**src/rtl/mips_datapath_memory_arbiter.sv**
```systemverilog
// mips_datapath_memory_arbiter: shares one memory port between fetch and data; MIPS_DATAPATH_MEMORY_ARBITER_FAIR_EN adds fetch fairness
module mips_datapath_memory_arbiter #(
    parameter int FAIR_LIMIT = 4
) (
    input  logic        clock,
    input  logic        reset,
    input  logic        ifetch_valid,
    input  logic [31:0] ifetch_addr,
    output logic        ifetch_ready,
    output logic [31:0] ifetch_rdata,
    input  logic        data_valid,
    input  logic        data_write,
    input  logic [1:0]  data_size,
    input  logic [31:0] data_addr,
    input  logic [31:0] data_wdata,
    output logic        data_ready,
    output logic [31:0] data_rdata,
    output logic        data_misaligned,
    output logic        mem_req,
    output logic [31:0] mem_addr,
    output logic        mem_write,
    output logic [3:0]  mem_byteEnable,
    output logic [31:0] mem_wdata,
    input  logic        mem_ack,
    input  logic [31:0] mem_rdata
);
    typedef enum logic [1:0] {IDLE, FETCH, DATA, DONE} stateE;
    stateE stateQ, stateD;
    logic isDataQ, writeQ, misQ;
    logic [1:0] sizeQ, offQ;
    logic [3:0] beQ, baseMask, beD;
    logic [31:0] addrQ, wdataQ, rdataQ, wdataD, sizeMask, loadVal;
    logic grantData, grantFetch, fetchFirst, busy, done, mis, noMem, unusedBits;
    assign unusedBits = ^{ifetch_addr[1:0], 1'(FAIR_LIMIT)};
`ifdef MIPS_DATAPATH_MEMORY_ARBITER_FAIR_EN
    localparam int CW = $clog2(FAIR_LIMIT + 1);
    logic [CW-1:0] fairCnt;
    assign fetchFirst = ifetch_valid && fairCnt >= CW'(FAIR_LIMIT);
    always_ff @(posedge clock) begin
        if (reset) fairCnt <= '0;
        else if (grantFetch) fairCnt <= '0;
        else if (grantData && ifetch_valid) fairCnt <= fairCnt + 1'b1;
    end
`else
    assign fetchFirst = 1'b0;
`endif
    always_comb begin
        baseMask = data_size == 2'd1 ? 4'b0001 : data_size == 2'd2 ? 4'b0011 :
                   data_size == 2'd3 ? 4'b1111 : 4'b0000;
        beD = baseMask << data_addr[1:0];
        wdataD = data_wdata << {data_addr[1:0], 3'b000};
        mis = (data_size == 2'd2 && data_addr[0]) || (data_size == 2'd3 && data_addr[1:0] != 2'd0);
        noMem = mis || data_size == 2'd0;
        busy = stateQ == FETCH || stateQ == DATA;
        done = stateQ == DONE;
        grantData = stateQ == IDLE && data_valid && !fetchFirst;
        grantFetch = stateQ == IDLE && ifetch_valid && !grantData;
        stateD = grantData ? (noMem ? DONE : DATA) : grantFetch ? FETCH :
                 busy ? (mem_ack ? DONE : stateQ) : done ? IDLE : stateQ;
        sizeMask = sizeQ == 2'd1 ? 32'h0000_00FF : sizeQ == 2'd2 ? 32'h0000_FFFF : 32'hFFFF_FFFF;
        loadVal = (mem_rdata >> {offQ, 3'b000}) & sizeMask;
    end
    always_ff @(posedge clock) begin
        if (reset) begin
            stateQ <= IDLE;
            isDataQ <= 1'b0;
            writeQ <= 1'b0;
            misQ <= 1'b0;
            sizeQ <= '0;
            offQ <= '0;
            beQ <= '0;
            addrQ <= '0;
            wdataQ <= '0;
            rdataQ <= '0;
        end else begin
            stateQ <= stateD;
            if (grantData || grantFetch) begin
                isDataQ <= grantData;
                writeQ <= grantData && data_write;
                misQ <= grantData && mis;
                sizeQ <= data_size;
                offQ <= grantData ? data_addr[1:0] : 2'd0;
                beQ <= grantData ? beD : 4'hF;
                wdataQ <= grantData ? wdataD : '0;
                addrQ <= {grantData ? data_addr[31:2] : ifetch_addr[31:2], 2'b00};
                rdataQ <= '0;
            end else if (busy && mem_ack) begin
                rdataQ <= !isDataQ ? mem_rdata : writeQ ? '0 : loadVal;
            end
        end
    end
    // memory-side outputs are gated so they read zero whenever no access is in flight
    assign mem_req = busy;
    assign mem_addr = busy ? addrQ : '0;
    assign mem_write = busy && writeQ;
    assign mem_byteEnable = busy ? beQ : '0;
    assign mem_wdata = busy ? wdataQ : '0;
    assign data_ready = done && isDataQ;
    assign ifetch_ready = done && !isDataQ;
    assign data_rdata = data_ready ? rdataQ : '0;
    assign ifetch_rdata = ifetch_ready ? rdataQ : '0;
    assign data_misaligned = data_ready && misQ;
endmodule
```
**config.mk**
```make
export PLATFORM = sky130hd
export DESIGN_NAME = mips_datapath_memory_arbiter
export DESIGN_NICKNAME = d
export VERILOG_FILES = /design/src/rtl/mips_datapath_memory_arbiter.sv
export SDC_FILE = /design/constraint.sdc
export NUM_CORES = 1
export LEC_CHECK = 0
export ABC_AREA = 1
export BUFFER_PORTS_ARGS = -buffer_cell sky130_fd_sc_hd__buf_2
export CELL_PAD_IN_SITES_DETAIL_PLACEMENT = 0
export CELL_PAD_IN_SITES_GLOBAL_PLACEMENT = 1
export CORE_MARGIN = 2
export CORE_UTILIZATION = 35
export CTS_BUF_LIST = sky130_fd_sc_hd__clkbuf_8
export CTS_CLUSTER_DIAMETER = 30
export CTS_CLUSTER_SIZE = 24
export DETAILED_ROUTE_END_ITERATION = 7
export GPL_ROUTABILITY_DRIVEN = 0
export PLACE_DENSITY = 0.95
export SETUP_SLACK_MARGIN = 0.5
export SYNTH_ARGS = -nofsm -noshare
export SYNTH_HDL_FRONTEND = slang
export SYNTH_SLANG_ARGS = --single-unit
```
**constraint.sdc**
```tcl
create_clock -name clock -period 4.9 [get_ports clock]
set_clock_uncertainty 0.2 [all_clocks]
set_input_delay 1.225 -clock clock [delete_from_list [all_inputs] [get_ports clock]]
set_output_delay 1.225 -clock clock [all_outputs]
set_load 0.005 [all_outputs]
```
==> metrics.txt <==
Post-CTS Repair Setup Buffers 0; die area 18460 µm²; mux share of post-synthesis cell area 0%; Chip Height 135.9 µm; CP startpoint isDataQ; pre-CTS WS 1.490 ns; Multi-input gate area a little over 3000 µm²; Worst Path Max Fanout 33; sw power 0.001347 W; total gr overflow 0; CP Depth 4; Seq cells post-synth around 110; HP Start wdataQ[11]; GR peak layer met2; Compound-Gate Fraction of Synth Area 21.65%; share of cells above drive strength 1 24.84%; f_max 262.4 MHz; initial antenna violation count 1; H-tree depth 3; worst setup path category register to output pin; worst vdd ir 0.3379 mV; Cell variety after synth 32; worst hold path type register to register; final wirelength a little over 20 mm; internal power between 0.0015 and 0.002 W; max_cap viols 0; setup_tns 0 ns; period utilisation layout 77.77%; setup violators final 0; critical path required time around 3.5 ns; Tot GR Track Use between 20% and 30%; CTS clk-pin slew, worst paths 0.10 ns; main combinational cell family by area after synthesis simple AND/OR/NAND/NOR gates; commonest non-fill, non-tap cells in the layout nand2_1 (289), buf_2 (268), inv_1 (147); Detailed Routing Iterations Pass 1 5; Clk Latency, worst-skew pair 0.37 ns; number of synthesized flops with an enable pin 0; final instance area about 7700 µm²; DRC viols 0; Crit. End Element output pin; CP max stage delay 0.80 ns; Worst Path Buf+Inv 2; DR vias/cell 4.822; status finished clean; Logic pwr share 44.2%; CTS tree yes; commonest non-fill, non-tap cell in the layout nand2_1; Final Core Density between 40% and 50%; Die Width 135.9 µm; Sw Ratio 44.24%; static leakage 4.234 nW; first-pass GRT wire length 31.27 mm; maximum clock insertion buffer count 2; Ports between 200 and 300; hold_buf cts 0; Core ar. 17120 µm²; cell area after synthesis 6085 µm²; XOR/XNOR Fraction of Synth Area 0%; sequential share of power slightly below 40%; crit path launch type register; Num CTS Buffers 9; pin count of the biggest net entering global routing 73; Initial Util a little over a third; hpwl dp 14.43 mm; Syn Area/Cell 6.097 µm²; Least-Margin Pin Slew 1.200 ns; cell area power density 397.2 nW/µm²; row cnt 48; endpoints failing hold 0; register area share after synthesis a little over a third; GR Util met1 27.62%; initial DRC count 478; relative slew slack 19.79%; GRT met2 Usage a little over a third; vias in the first global route 6250; Resized Gates After CTS 0; root buf cell clkbuf_8; Final Slew Violations 0; Reg2Reg Depth 7; slowest stage cell, crit path nand2_1; RSZ-0062 raised after global routing no; crit path cell chain inv_2 -> nand2_1 -> nor2_1 -> buf_2; Worst path top cell family by delay simple AND/OR/NAND/NOR gates; Post-synth ARST share 0%; most used flip-flop cell after synthesis dfxtp_1; antenna-violating nets left 0; Post-Synth Simple-Gate Area approximately 28%; nets 1358; post-synthesis instance total 998; CP arrival 2.39 ns; minimum clock period 3.811 ns; hold path depth 2; number of synthesis warnings 0; WL per Instance 13.97 µm; setup ws final 1.089 ns; met3 Use GR under 10%; Clk pwr share 17.3%; Layout area overhead 25.97%; # clock sinks 107; via count 6992; Placed Area 7483 µm²; Synth Area in Adders 0.6169%; Critical R2R Launch stateQ[1]; FF+latch area 2142 µm²; PortBufs 268; fillcell total approximately 1900
-- path summary, 6_finish.rpt --
path                            slack (ns)              end
worst max-delay path                  1.09  ifetch_rdata[0]
worst min-delay path                  0.26       wdataQ[11]
worst max register to register        2.11        rdataQ[2]
worst min register to register        0.26       wdataQ[11]
-- worst register-to-register path: stages, from the launching register on --
cell and delay (ns):
dfxtp_1 0.37, inv_1 0.05, ha_2 0.66, buf_4 0.31, nand2_2 0.07, inv_1 0.71
o21ai_0 0.18, a21oi_1 0.18
-- metrics by stage --
step	power [W]	instances	hold WS, ns
5_1_grt	0.003299	1450	0.2760
4_1_cts	0.003074	1449	0.2667
2_1_floorplan	0.002093	999	0.2187
6_report	0.003044	1450	0.2629
3_3_place_gp	0.002525	1433	0.2305
3_5_place_dp	0.002539	1433	0.2488
-- power groups by stage --
| stage | combinational [W] | sequential, W | clock [W] |
|---|---|---|---|
| after floorplan | 0.000937 | 0.00116 | 0 |
| after global placement | 0.00134 | 0.00118 | 0 |
| after detailed placement | 0.00135 | 0.00119 | 0 |
| after CTS | 0.00136 | 0.00117 | 0.000546 |
| after global routing | 0.00152 | 0.00120 | 0.000575 |
| final | 0.00135 | 0.00117 | 0.000526 |
-- synth_stat cells (3+ instances only) --
| master | n | area, µm² |
|---|---|---|
| o21ai_0 | 128 | 640.6 |
| o211ai_1 | 13 | 97.59 |
| dfxtp_1 | 107 | 2142 |
| buf_2 | 21 | 105.1 |
| a21oi_1 | 62 | 310.3 |
| nor2_1 | 82 | 307.8 |
| buf_1 | 3 | 11.26 |
| ha_1 | 3 | 37.54 |
| a31oi_1 | 31 | 193.9 |
| inv_1 | 147 | 551.8 |
| nand2_1 | 289 | 1085 |
| o21ai_1 | 4 | 20.02 |
| nand3_1 | 42 | 210.2 |
| inv_2 | 4 | 15.01 |
| clkbuf_1 | 39 | 146.4 |
-- final cells by class --
| class | count | area share (%) |
|---|---|---|
| multi-input combinational | 674 | 40.39 |
| sequential | 107 | 27.95 |
| timing repair buffer | 275 | 18.18 |
| inverter | 152 | 7.444 |
| tap | 225 | 3.673 |
| clock buffer | 11 | 1.975 |
| clock inverter | 5 | 0.3591 |
| antenna | 1 | 0.03265 |
-- kinds of logic after synthesis --
logic type / after synthesis
AND/OR/NAND/NOR: 424
flip-flops: 107
AO/OA/AOI/OAI: 245
other: 1
buffers and inverters: 218
adder cells (fa/ha/maj): 3
-- routing by layer --
layer / up-vias / part of all wire, %
met5: - / 0
li1: 3581 / -
met3: 36 / 6.5
met2: 276 / 46
met1: 3099 / 45
met4: 0 / 3.1
-- sequential cells by signal, indices dropped and copies added (netlist names) --
| name | count |
|---|---|
| wdataQ | 32 |
| isDataQ | 1 |
| writeQ | 1 |
| rdataQ | 32 |
| addrQ | 30 |
| stateQ | 2 |
| offQ | 2 |
| beQ | 4 |
| misQ | 1 |
| sizeQ | 2 |
(Power assumes the default switching activity.)
